<file path="config.mk">
export PLATFORM = sky130hd
export DESIGN_NAME = pattern_sequencer
export DESIGN_NICKNAME = d
export VERILOG_FILES = /design/src/rtl/pattern_sequencer.sv
export SDC_FILE = /design/constraint.sdc
export NUM_CORES = 1
export LEC_CHECK = 0
export BUFFER_PORTS_ARGS = -buffer_cell sky130_fd_sc_hd__buf_2
export CORE_UTILIZATION = 42
export CTS_BUF_LIST = sky130_fd_sc_hd__clkbuf_2
export DETAILED_ROUTE_END_ITERATION = 10
export GPL_ROUTABILITY_DRIVEN = 0
export SYNTH_ARGS = -nofsm -noshare
export SYNTH_HDL_FRONTEND = slang
export SYNTH_SLANG_ARGS = --single-unit
</file>
<file path="constraint.sdc">
create_clock -name clk -period 2.4 [get_ports clk]
set_input_delay 0.24 -clock clk [delete_from_list [all_inputs] [get_ports clk]]
set_output_delay 0.24 -clock clk [all_outputs]
set_load 0.1 [all_outputs]
</file>
<file path="src/rtl/pattern_sequencer.sv">
// ---------------------------------------------------------------------------
// pattern_sequencer
//
// Selects which stored display pattern is presented to the pattern memory.
// Two modes:
//   AUTO - a dwell counter requests an advance every TICK_DIV clocks.
//   HOLD - the dwell counter is frozen; a btn_next rising edge requests one.
// A request only sets 'pending'. The index actually moves on a frame_done
// pulse, so the display never switches pattern in the middle of a scan.
//
// Parameters
//   TICK_DIV      clk cycles per auto-advance dwell (>= 2)
//   NUM_PATTERNS  number of stored patterns (1..16)
//
// Ports
//   clk           system clock, rising edge
//   rst           synchronous, active-high reset
//   btn_next      debounced level; rising edge requests next pattern (HOLD)
//   btn_mode      debounced level; rising edge toggles AUTO/HOLD
//   frame_done    one-cycle pulse at the end of a full refresh scan
//   patternIndex  registered pattern index
//   hold          1 in HOLD, 0 in AUTO
//   pending       1 while an advance request waits for frame_done
//   index_update  one-cycle pulse, one cycle after patternIndex changes
// ---------------------------------------------------------------------------
module pattern_sequencer #(
    parameter int TICK_DIV     = 100_000_000,
    parameter int NUM_PATTERNS = 6
) (
    input  logic       clk,
    input  logic       rst,
    input  logic       btn_next,
    input  logic       btn_mode,
    input  logic       frame_done,
    output logic [3:0] patternIndex,
    output logic       hold,
    output logic       pending,
    output logic       index_update
);

    localparam int               CNT_W    = $clog2(TICK_DIV);
    localparam logic [CNT_W-1:0] CNT_LAST = CNT_W'(TICK_DIV - 1);
    localparam logic [4:0]       NUM_P    = 5'(NUM_PATTERNS);

    typedef enum logic {
        S_AUTO = 1'b0,
        S_HOLD = 1'b1
    } state_t;

    state_t           state_q, state_d;
    logic [CNT_W-1:0] cnt_q, cnt_d;
    logic [3:0]       idx_q, idx_d;
    logic             pend_q, pend_d;
    logic             chg_q, chg_d;
    logic             upd_q, upd_d;
    logic             next_prev_q, mode_prev_q;

    logic             next_edge, mode_edge;
    logic             tick, next_req, req, adv;
    logic [4:0]       idx_inc;
    logic [3:0]       idx_wrap;

    // -----------------------------------------------------------------------
    // State and datapath registers
    // -----------------------------------------------------------------------
    always_ff @(posedge clk) begin
        if (rst) begin
            state_q     <= S_AUTO;
            cnt_q       <= '0;
            idx_q       <= '0;
            pend_q      <= 1'b0;
            chg_q       <= 1'b0;
            upd_q       <= 1'b0;
            // Track the live button level through reset so a button held
            // across reset release is not seen as a fresh press.
            next_prev_q <= btn_next;
            mode_prev_q <= btn_mode;
        end else begin
            state_q     <= state_d;
            cnt_q       <= cnt_d;
            idx_q       <= idx_d;
            pend_q      <= pend_d;
            chg_q       <= chg_d;
            upd_q       <= upd_d;
            next_prev_q <= btn_next;
            mode_prev_q <= btn_mode;
        end
    end

    // -----------------------------------------------------------------------
    // Edge detection and request generation
    // -----------------------------------------------------------------------
    always_comb begin
        next_edge = btn_next & ~next_prev_q;
        mode_edge = btn_mode & ~mode_prev_q;

        // A mode toggle wins the cycle: the dwell counter restarts and a
        // btn_next press in the same cycle is dropped.
        tick     = (state_q == S_AUTO) && !mode_edge && (cnt_q == CNT_LAST);
        next_req = (state_q == S_HOLD) && !mode_edge && next_edge;
        req      = tick | next_req;

        // A request raised this cycle can be serviced by a coincident
        // frame_done without first passing through pending.
        adv      = frame_done & (pend_q | req);
    end

    // -----------------------------------------------------------------------
    // Next-state logic
    // -----------------------------------------------------------------------
    always_comb begin
        state_d = state_q;
        if (mode_edge) begin
            state_d = (state_q == S_AUTO) ? S_HOLD : S_AUTO;
        end
    end

    // -----------------------------------------------------------------------
    // Datapath next values
    // -----------------------------------------------------------------------
    always_comb begin
        cnt_d = cnt_q;
        if (mode_edge) begin
            cnt_d = '0;
        end else if (state_q == S_AUTO) begin
            cnt_d = tick ? '0 : cnt_q + 1'b1;
        end

        // Computed one bit wider so NUM_PATTERNS = 16 wraps correctly.
        idx_inc  = {1'b0, idx_q} + 5'd1;
        idx_wrap = (idx_inc == NUM_P) ? 4'd0 : idx_inc[3:0];
        idx_d    = adv ? idx_wrap : idx_q;

        // Requests collapse into a single pending flag. An advance consumes
        // it; only a dwell tick landing in that same cycle re-arms it, so a
        // long-waiting request cannot swallow the next auto period.
        if (adv) begin
            pend_d = pend_q & tick;
        end else begin
            pend_d = pend_q | req;
        end

        // Compare against the old index rather than using 'adv' so that a
        // wrap onto the same value (single pattern) produces no pulse.
        chg_d = (idx_d != idx_q);
        upd_d = chg_q;
    end

    // -----------------------------------------------------------------------
    // Outputs
    // -----------------------------------------------------------------------
    always_comb begin
        hold         = (state_q == S_HOLD);
        pending      = pend_q;
        patternIndex = idx_q;
        index_update = upd_q;
    end

endmodule

</file>
=== Word-level counts from Yosys, hierarchy flattened ===
Index checks and enable logic that the tools add are counted.

* Add/subtract/negate cells: 2
* Bitwise operators: 9
* Equal/unequal tests: 3
* Muxes and demuxes: 5
* Reduce and logical (&&, ||, !) cells: 6

{| class="wikitable"
|+ Operators with widths
! operator !! count
|-
| adder 27 x 1 -> 27 bit, second input constant || 1
|-
| == test 27 bit, second input constant || 1
|-
| two-way mux 27 bit || 1
|-
| two-way mux 4 bit || 2
|-
| adder 4 x 1 -> 5 bit, second input constant || 1
|-
| == test 5 x 3 -> 1 bit, second input constant || 1
|-
| bitwise AND 1 bit || 4
|-
| logical AND 1 bit || 4
|-
| inequality test 4 bit || 1
|-
| inverter 1 bit || 3
|-
| two-way mux 1 bit || 2
|-
| OR 1 bit || 2
|-
| OR reduction 2 bit || 1
|-
| logical NOT 1 bit || 1
|}

* Input port bits: 5
* Flip-flop bits (word level): 37

=== Logic depth before layout (Yosys ltp) ===
Gate-level depths: netlist of run 1.

* Depth after elaboration: 10
* Gate-level depth with buffers: 7
* Mapped depth without buffers: 6

=== Least setup slack after synthesis of run 1 ===
Ideal clock, no wire load.

* Kind: register to register
* Start: register state_q (netlist: hold)
* End: register idx_q[3] (netlist: patternIndex[3])
* Path slack: 280 ps
* Cell stages (with the launch flop): 8
* Clock period less this slack: 2120 ps
* Library setup time: 70 ps
* Path buffers: 2
* Arrival time: 2049 ps
* Cell sequence: dfxtp_1 -> buf_6 -> and4b_1 -> buf_6 -> nand4_4 -> o21a_1 -> or3_1 -> a21oi_1

* Longest elaborated chain between the ends: 7
* Elaborated cells on any way between the ends: 9
* Classes of those cells: mux: 1; bitwise: 4; reduce/logical: 4

{| class="wikitable"
|+ Ends and longest elaborated chain
! element !! RTL line !! RTL
|-
| from (decl) || 50 || <nowiki>state_t state_q, state_d;</nowiki>
|-
| from (signal assigned) || 79 || <nowiki>state_q <= state_d;</nowiki>
|-
| inverter 1 bit || -- ||
|-
| logical AND 1 bit (2 in series) || 99 || <nowiki>tick = (state_q == S_AUTO) && !mode_edge && (cnt_q == CNT_LAST);</nowiki>
|-
| OR 1 bit (*) || 101 || <nowiki>req = tick | next_req;</nowiki>
|-
| OR 1 bit (*) || 105 || <nowiki>adv = frame_done & (pend_q | req);</nowiki>
|-
| bitwise AND 1 bit (*) || 105 ||
|-
| two-way mux 4 bit (*) || 132 || <nowiki>idx_d = adv ? idx_wrap : idx_q;</nowiki>
|-
| to (signal assigned) || 81 || <nowiki>idx_q <= idx_d;</nowiki>
|-
| to (decl) || 52 || <nowiki>logic [3:0] idx_q, idx_d;</nowiki>
|}

Every way passes the cells marked *; elsewhere a longest branch is shown, timed or not.
A chain may end at the register's enable or synchronous reset.

=== Worst setup path in the final report of run 1 ===
* Start: register cnt_q[0]
* End: register idx_q[3] (netlist: patternIndex[3])

* Longest elaborated chain between the ends: 6

{| class="wikitable"
|+ Ends and longest elaborated chain
! element !! RTL line !! RTL
|-
| from (decl) || 51 || <nowiki>logic [CNT_W-1:0] cnt_q, cnt_d;</nowiki>
|-
| from (signal assigned) || 80 || <nowiki>cnt_q <= cnt_d;</nowiki>
|-
| == test 27 bit || 99 ||
|-
| logical AND 1 bit || 99 ||
|-
| OR 1 bit || 101 ||
|-
| OR 1 bit || 105 ||
|-
| bitwise AND 1 bit || 105 ||
|-
| two-way mux 4 bit || 132 ||
|}

Every way passes these cells.

==> summary.md, run 1 <==
| Metric | Value |
|---|---|
| CP Data Arrival Time | 2.31 ns |
| IO Count | 12 |
| WL/cell | 13.2 µm |
| Ys flop type | dfxtp_1 |
| CTS root buf | clkbuf_2 |
| Yosys cell types | 43 |
| Clock buffer depth | 2 |
| Endpoint type of the worst setup path | flop |
| Worst slew pin tran | 0.493 ns |
| Worst hold path type | input port to flop |
| Max Clk Rate | 502 MHz |
| First-pass detailed-route iteration total | 4 |
| Number of synthesized flops with an enable pin | 0 |
| Peak VDD IR | 288 µV |
| Initial Utilization | 44.4% |
| Period utilization | 83.0% |
| Slew margin rel. | 67.3% |
| Cell area after synthesis | 1820 µm² |
| CP required | 2.72 ns |
| Vias per std cell | 5.37 |
| Total gr overflow | 0 |
| Num CTS Buffers | 5 |
| Die Wd | 67.7 µm |
| Largest net degree at the start of global routing | 26 |
| Final Cell Area | 1930 µm² |
| Number of global-route vias before repair | 1295 |
| Ranking of synthesized cells by area | dfxtp_1 41%, xnor2_1 8.7%, nor2_1 6.0% |
| PortBufs | 11 |
| Syn Area/Cell | 9.12 µm² |
| Final setup TNS | 0 ns |
| Clock sink total | 37 |
| # nets final | 218 |
| Total track usage | 17.3% |
| Final Hold Viols | 0 |
| Count of pins over their slew limit | 0 |
| Kind of critical path | flop to flop |
| Post-cts sizing count | 0 |
| Seq/Total Area, Yosys | 40.8% |
| Postcts setup bufs | 0 |
| Slowest library cell on the worst path | and4b_1 |
| Final min period | 1.99 ns |
| Worst path max stage delay | 0.47 ns |
| Initial antenna violation count | 0 |
| Worst-Skew Late Latency | 0.38 ns |
| Outcome | finished clean |
| Post-detail-place hpwl | 2450 µm |
| Clock slew at reported path FFs | 0.17 ns |
| Ant diodes | 0 |
| Clock Skew | 0.0168 ns |
| Mapped Cells | 199 |
| Critical-path cell list | ha_1 -> and4b_1 -> nand4_4 -> o21a_1 -> or3_1 -> a21oi_1 |
| Worst slack, placed | 0.441 ns |
| Worst-path fanout max | 9 |
| Layout area overhead | 6.06% |
| Setup crit start kind | flop |
| Max-Cap Viols | 0 |
| Die area | 4590 µm² |
| Synth area leader | dfxtp_1 |
| # setup viols final | 0 |
| Core region area | 4090 µm² |
| Routed Wire Length | 3430 µm |
| First-pass GRT wire length | 5950 µm |
| P_leak | 0.681 nW |
| Async set-reset flop share out of synthesis | 0% |
| Die height | 67.7 µm |
| RSZ-0062 raised after global routing | no |
| Std-Cell Rows | 23 |
| Mapped Nets | 207 |
| CTS HTree Levels | 2 |
| 1st-iter DRT viols | 52 |
| CP bufs+invs | 0 |
| CTS tree | yes |
| Total number of vias | 1397 |
| Pwr dens | 495 nW/µm² |
| Proportion of layout cells with a drive suffix above 1 | 14.3% |
| DRC Markers | 0 |
| Worst R2R Setup Slack | 0.41 ns |
| Post-synth top area share | 40.8% |
| CP top delay family | simple AND/OR/NAND/NOR gates |
| #FFs+latches synth | 37 |
| DRT antenna net count | 0 |
| Setup slack after layout | 0.409 ns |
| DP Area | 1870 µm² |
| Yosys warnings | 0 |
[power by group]
group	total (mW)	leakage, nW	internal (mW)	switching [mW]
clock network	0.259	0.0265	0.0679	0.191
logic	0.0625	0.355	0.0216	0.0409
registers	0.632	0.299	0.623	0.00868
[synthesized netlist by cell type (2+ instances only)]
master and number:
dfxtp_1 37, nor2_1 29, xnor2_1 18, nand2_1 10
nand3_1 10, a21oi_1 7, nand2b_1 7, nand4_1 7
o21ai_0 7, xor2_1 6, nor3_1 5, nor4_1 5
or3_1 5, buf_2 4, buf_6 3, ha_1 3
inv_1 3, mux2i_1 3, and4_1 2, clkbuf_1 2
nand4_4 2, nor2b_1 2, nor4bb_1 2
[cells by family (layout without fill, tap and decap cells)]
logic type	count (synthesis)	in the layout	synth area share, %
XOR/XNOR	24	24	11.6
multiplexers	3	3	1.65
AND/OR/NAND/NOR	98	98	32.4
adder cells (fa/ha/maj)	3	3	2.07
flip-flops	37	37	40.8
AO/OA/AOI/OAI	21	21	7.10
buffers and inverters	13	24	4.41
[metal layers]
metal  up-vias  GRT usage, %  share of wire (%)  routed length [µm]
met4         0          6.38                1.4                  48
met3         6          4.73                3.6                 123
li1        719             -                  -                   -
met5         -             0                  0                   0
met2        18          26.7                 45                1540
met1       654          22.8                 50                1710
[final timing paths]
check	cells past startpoint	startpoint	endpoint
worst min register to register	1	chg_q	index_update
worst max-delay path	6	cnt_q[0]	patternIndex[3]
worst min-delay path	2	rst	pending
worst max register to register	6	cnt_q[0]	patternIndex[3]
[timing repair]
action | 4_1_cts | 5_1_grt
endpoints found under the setup margin | 0 | 0
hold endpoints to repair | 2 | 0
hold buffers | 2 | 0
[state kept, by name, summed over array words and instances (netlist names)]
| register | count |
|---|---|
| next_prev_q | 1 |
| chg_q | 1 |
| pending | 1 |
| hold | 1 |
| patternIndex | 4 |
| cnt_q | 27 |
| mode_prev_q | 1 |
| index_update | 1 |
[layout make-up]
cell class              instances  area, µm²
inverters                       3       11.3
well taps                      50       62.6
clock inverters                 1       3.75
clock buffers                   6       30.0
multi-input cells             149        995
flip-flops and latches         37        741
fillers                       391       2160
repair buffers                 14       82.6
[placed cells by master, fill, tap and decap left out, types with 3 or more instances in the layout]
cell	Yosys	final
nand2_1	10	10
or3_1	5	5
xnor2_1	18	18
xor2_1	6	6
ha_1	3	3
nand4_1	7	7
a21oi_1	7	7
nor2_1	29	29
mux2i_1	3	3
o21ai_0	7	7
dfxtp_1	37	37
inv_1	3	3
nand3_1	10	10
clkbuf_2	0	6
nand2b_1	7	7
nor4_1	5	5
nor3_1	5	5
buf_2	4	11
[through the flow]
step | total power, mW | util, % | hold slack, ns | cells
after floorplan | 0.693 | - | 0.268 | 199
after global placement | 0.702 | 45.8 | 0.359 | 251
after detailed placement | 0.705 | 45.8 | 0.361 | 251
after CTS | 0.966 | 47.1 | 0.123 | 260
after global routing | 1.00 | 47.1 | 0.0957 | 260
final | 0.953 | 47.1 | 0.145 | 260
(Power assumes the default switching activity.)
==> run 2: changes to the inputs <==
- clock period: 2.4 -> 2 ns (I/O delays scaled with it)
==> run 2 against run 1 <==
Effect of this change:
- worst hold slack worse by 0.047 ns
- critical path depth unchanged
- flip-flop and latch count unchanged
- utilization up 1.3 points
- first-iteration DRC count up 1.9%
==> summary.md, run 2 (same netlist as run 1, synthesis figures left out) <==
| Metric | Value |
|---|---|
| Outcome | finished clean (unchanged) |
| Worst slew pin tran | 0.490 ns (was 0.493 ns) |
| Proportion of layout cells with a drive suffix above 1 | 19.4% (was 14.3%) |
| Largest Register | cnt_q (unchanged) |
| First-pass GRT wire length | 5940 µm (was 5950 µm) |
| CTS root buf | clkbuf_2 (unchanged) |
| Period utilization | 92.7% (was 83.0%) |
| Pwr dens | 591 nW/µm² (was 495 nW/µm²) |
| Vias per std cell | 5.35 (was 5.37) |
| Die height | 67.7 µm (unchanged) |
| Largest net degree at the start of global routing | 17 (was 26) |
| P_leak | 0.714 nW (was 0.681 nW) |
| Initial antenna violation count | 0 (unchanged) |
| FF-to-FF path depth | 6 (unchanged) |
| Number of global-route vias before repair | 1316 (was 1295) |
| First-pass detailed-route iteration total | 5 (was 4) |
| Max Clk Rate | 539 MHz (was 502 MHz) |
| 1st-iter DRT viols | 53 (was 52) |
| Clock sink total | 37 (unchanged) |
| Clock Skew | 0.0167 ns (was 0.0168 ns) |
| Peak VDD IR | 431 µV (was 288 µV) |
| # setup viols final | 0 (unchanged) |
| Std-Cell Rows | 23 (unchanged) |
| RSZ-0062 raised after global routing | no (unchanged) |
| Worst hold path type | input port to flop (unchanged) |
| Filler instances | 401 (was 391) |
| Count of pins over their slew limit | 0 (unchanged) |
| Num CTS Buffers | 5 (unchanged) |
| Worst-path fanout max | 6 (was 9) |
| Total gr overflow | 0 (unchanged) |
| Post-detail-place hpwl | 2580 µm (was 2450 µm) |
| Routed Wire Length | 3560 µm (was 3430 µm) |
| Hold slack | 0.0974 ns (was 0.145 ns) |
| Final setup TNS | 0 ns (unchanged) |
| Ant diodes | 0 (unchanged) |
| Max-Cap Viols | 0 (unchanged) |
| Number of cells on the worst hold path | 2 (unchanged) |
| Worst-Skew Late Latency | 0.38 ns (about the same) |
| # nets final | 223 (was 218) |
| Core region area | 4090 µm² (unchanged) |
| WL/cell | 13.4 µm (was 13.2 µm) |
| PortBufs | 11 (unchanged) |
| CTS tree | yes (unchanged) |
| Clock slew at reported path FFs | 0.17 ns (about the same) |
| IO Count | 12 (unchanged) |
| Clock buffer depth | 2 (unchanged) |
| DRC Markers | 0 (unchanged) |
| CTS HTree Levels | 2 (unchanged) |
| DRT antenna net count | 0 (unchanged) |
| Commonest non-fill, non-tap cell in the layout | dfxtp_1 (unchanged) |
| Initial Utilization | 44.4% (unchanged) |
| Max FFs per register | 27 (unchanged) |
| Most frequent cells in the layout | 35 x dfxtp_1, 29 x nor2_1, 18 x xnor2_1 (was 37 x dfxtp_1, 29 x nor2_1, 18 x xnor2_1) |
| Final Hold Viols | 0 (unchanged) |
| CP required | 2.31 ns (was 2.72 ns) |
| Die Wd | 67.7 µm (unchanged) |
| CP Data Arrival Time | 2.16 ns (was 2.31 ns) |
| Kind of critical path | flop to flop (unchanged) |
| Slew margin rel. | 67.6% (was 67.3%) |
| Die area | 4590 µm² (unchanged) |
| Total number of vias | 1422 (was 1397) |
| Final min period | 1.85 ns (was 1.99 ns) |
| Layout area overhead | 9.10% (was 6.06%) |
| Total track usage | 17.4% (was 17.3%) |
| Setup crit start kind | flop (unchanged) |
| Worst R2R Setup Slack | 0.15 ns (was 0.41 ns) |
| Endpoint type of the worst setup path | flop (unchanged) |
run 2: cell count changes in the layout (fill, tap and decap cells not counted), moves of 2 or more:
cell,previous run,this run
buf_4,1,6
clkbuf_2,6,8
dfxtp_1,37,35
dfxtp_2,0,2
run 2: per-stage QoR:
step / instance area, µm² / utilization, % / worst slack (ns) / power, mW / cells
6_report: 1980 / 48.5 / 0.146 / 1.17 / 266
2_1_floorplan: 1820 / - / 0.0207 / 0.831 / 199
4_1_cts: 1970 / 48.3 / 0.0698 / 1.19 / 266
5_1_grt: 1980 / 48.5 / 0.0228 / 1.22 / 266
3_5_place_dp: 1910 / 46.8 / 0.139 / 0.847 / 256
3_3_place_gp: 1910 / 46.8 / 0.208 / 0.844 / 256
run 2: where the power goes:
| group | switching [mW] | internal [mW] | leakage, nW |
|---|---|---|---|
| registers | 0.0106 | 0.748 | 0.300 |
| clock network | 0.233 | 0.103 | 0.0332 |
| logic | 0.0486 | 0.0273 | 0.381 |
run 2: repair_timing:
item                                   4_1_cts  5_1_grt
buffers inserted                             0        0
gates resized for setup                      0        4
hold buffers                                 2        0
endpoints found under the hold margin        2        0
setup endpoints to repair                    0        4
run 2: final timing paths:
kind                                from         endpoint
worst max-delay path            cnt_q[0]  patternIndex[3]
worst min-delay path                 rst          pending
worst max register to register  cnt_q[0]  patternIndex[3]
worst min register to register     chg_q     index_update
run 2: routing by layer:
metal | part of all wire (%) | track usage (%) | vias to the layer above
li1 | - | - | 726
met1 | 50 | 23.2 | 677
met2 | 46 | 26.4 | 14
met3 | 2.6 | 5.07 | 5
met4 | 1.0 | 6.12 | 0
met5 | 0 | 0 | -
run 2: cell type report:
cell class	instances	area (µm²)	share of cell area, %
Clock buffer	8	40.0	2.02
Timing Repair Buffer	19	120	6.06
Sequential cell	37	743	37.5
Tap cell	50	62.6	3.16
Inverter	3	11.3	0.569
Multi-Input combinational cell	149	1000	50.7
run 2: worst max-delay path, stage by stage, from the launching register on:
cell and delay, ns:
dfxtp_1 0.41, ha_1 0.20, and4b_2 0.34, nand4_4 0.11, o21a_1 0.23, or3_1 0.35
a21oi_1 0.14
==> run 3: changes to the inputs <==
- CORE_MARGIN: default -> 5
==> run 3 against run 2 <==
Effect of this change:
- via count shrank 1.7%
- largest power group unchanged
- wire length fell by 4.5%
- highest routed layer unchanged
- sequential power barely moved
==> summary.md, run 3 (same netlist as run 1, synthesis figures left out) <==
| Metric | Value |
|---|---|
| Die area | 5740 µm² (was 4590 µm²) |
| Setup crit start kind | flop (unchanged) |
| Ant diodes | 0 (unchanged) |
| Worst slew pin tran | 0.485 ns (was 0.490 ns) |
| Non-Filler Instances | 269 (was 266) |
| Total number of vias | 1398 (was 1422) |
| # setup viols final | 0 (unchanged) |
| Worst R2R Setup Slack | 0.19 ns (was 0.15 ns) |
| PortBufs | 11 (unchanged) |
| Worst r2r dst | patternIndex[3] (unchanged) |
| Filler instances | 439 (was 401) |
| Hold EP | hold (was pending) |
| Number of cells on the worst hold path | 2 (unchanged) |
| Max-Cap Viols | 0 (unchanged) |
| Final setup TNS | 0 ns (unchanged) |
| RR Startpoint | cnt_q[0] (unchanged) |
| DRC Markers | 0 (unchanged) |
| Routed Wire Length | 3400 µm (was 3560 µm) |
| Worst hold path type | input port to flop (unchanged) |
| Outcome | finished clean (unchanged) |
| Worst-Skew Late Latency | 0.38 ns (about the same) |
| Peak VDD IR | 362 µV (was 431 µV) |
| Pwr dens | 578 nW/µm² (was 591 nW/µm²) |
| Vias per std cell | 5.20 (was 5.35) |
| First-pass GRT wire length | 6110 µm (was 5940 µm) |
| Final Hold Viols | 0 (unchanged) |
| Final min period | 1.81 ns (was 1.85 ns) |
| Max FFs per register | 27 (unchanged) |
| Max Clk Rate | 553 MHz (was 539 MHz) |
| CTS root buf | clkbuf_2 (unchanged) |
| Dpl cells | 259 (was 256) |
| Slew margin rel. | 67.9% (was 67.6%) |
| WL/cell | 12.7 µm (was 13.4 µm) |
| DRT antenna net count | 0 (unchanged) |
| Die height | 75.7 µm (was 67.7 µm) |
| CTS tree | yes (unchanged) |
| Num CTS Buffers | 5 (unchanged) |
| Total track usage | 14.0% (was 17.4%) |
| Endpoint type of the worst setup path | flop (unchanged) |
| Worst slack, placed | 0.151 ns (was 0.139 ns) |
| Clock buffer depth | 2 (unchanged) |
| Period utilization | 90.5% (was 92.7%) |
| CTS HTree Levels | 2 (unchanged) |
| RSZ-0062 raised after global routing | no (unchanged) |
| CP Data Arrival Time | 2.12 ns (was 2.16 ns) |
| Clock slew at reported path FFs | 0.17 ns (about the same) |
| Register area | 744 µm² (was 743 µm²) |
| Clock sink total | 37 (unchanged) |
| Core region area | 4260 µm² (was 4090 µm²) |
| P_leak | 0.715 nW (was 0.714 nW) |
| Count of pins over their slew limit | 0 (unchanged) |
| Kind of critical path | flop to flop (unchanged) |
| Area of the multi-input gates | 1000 µm² (about the same) |
| Largest net degree at the start of global routing | 19 (was 17) |
| IO Count | 12 (unchanged) |
| Number of global-route vias before repair | 1303 (was 1316) |
| Util after Layout | 46.6% (was 48.5%) |
| Initial antenna violation count | 0 (unchanged) |
| CP required | 2.31 ns (about the same) |
| Proportion of layout cells with a drive suffix above 1 | 18.9% (was 19.4%) |
| Setup slack after layout | 0.191 ns (was 0.146 ns) |
| Worst-path fanout max | 5 (was 6) |
| Initial Utilization | 42.6% (was 44.4%) |
| Commonest non-fill, non-tap cell in the layout | dfxtp_1 (unchanged) |
| Largest Register | cnt_q (unchanged) |
| Std-Cell Rows | 24 (was 23) |
| Post-detail-place hpwl | 2430 µm (was 2580 µm) |
| Most frequent cells in the layout | 34 x dfxtp_1, 29 x nor2_1, 18 x xnor2_1 (was 35 x dfxtp_1, 29 x nor2_1, 18 x xnor2_1) |
| Hold_sp | rst (unchanged) |
| Hold slack | 0.101 ns (was 0.0974 ns) |
| FF-to-FF path depth | 6 (unchanged) |
| Total gr overflow | 0 (unchanged) |
| # nets final | 224 (was 223) |
| First-pass detailed-route iteration total | 4 (was 5) |
| Clock Skew | 0.0184 ns (was 0.0167 ns) |
| Layout area overhead | 9.51% (was 9.10%) |
| 1st-iter DRT viols | 32 (was 53) |
| Die Wd | 75.7 µm (was 67.7 µm) |
[run 3: cell count changes in the layout (fill, tap and decap cells not counted)]
cell      delta
clkbuf_2     -3
and4_2       -1
buf_4        +1
clkinv_2     +1
dfxtp_1      -1
and4_1       +1
o21ai_0      +1
dfxtp_2      +1
o21ai_1      -1
clkinv_1     +2
[run 3: worst max-delay path by stage]
| stage | endpoint | start | slack, ns |
|---|---|---|---|
| 2_1_floorplan | patternIndex[2] | patternIndex[0] | 0.02 |
| 5_1_grt | patternIndex[3] | cnt_q[0] | 0.04 |
| 6_report | patternIndex[3] | cnt_q[0] | 0.19 |
| 4_1_cts | patternIndex[3] | cnt_q[0] | 0.13 |
| 3_5_place_dp | patternIndex[3] | cnt_q[0] | 0.15 |
| 3_3_place_gp | patternIndex[3] | cnt_q[20] | 0.24 |
[run 3: per-stage QoR]
stage	total power, mW	instance area (µm²)
floorplan	0.831	1820
global route	1.22	1990
CTS	1.17	1980
detailed placement	0.848	1920
global placement	0.848	1920
finish	1.15	1990
[run 3: where the power goes]
part	internal, mW	switching [mW]
registers	0.749	0.0103
clock network	0.0766	0.237
logic	0.0274	0.0484
[run 3: layer usage]
layer	vias up	part of all wire [%]	global-route usage [%]
met3	5	1.8	3.17
met4	0	1.6	6.99
li1	734	-	-
met2	8	44	19.5
met1	651	52	20.0
met5	-	0	0
[run 3: cell type report]
cell class,instances,share of cell area (%)
flip-flops and latches,37,37.4
inverters,3,0.566
repair buffers,20,6.42
clock inverters,3,0.629
well taps,52,3.27
clock buffers,5,1.26
multi-input cells,149,50.4
[run 3: timing repair]
action / 4_1_cts / 5_1_grt
hold buffers: 2 / 0
hold endpoints to repair: 2 / 0
gates resized for setup: 0 / 3
setup endpoints to repair: 0 / 4
buffers inserted: 0 / 0
[run 3: worst max-delay path, cell delays in order (launching register included)]
cell,delay (ns)
dfxtp_1,0.40
ha_1,0.20
and4b_2,0.32
nand4_4,0.11
o21a_1,0.24
or3_1,0.35
a21oi_1,0.14
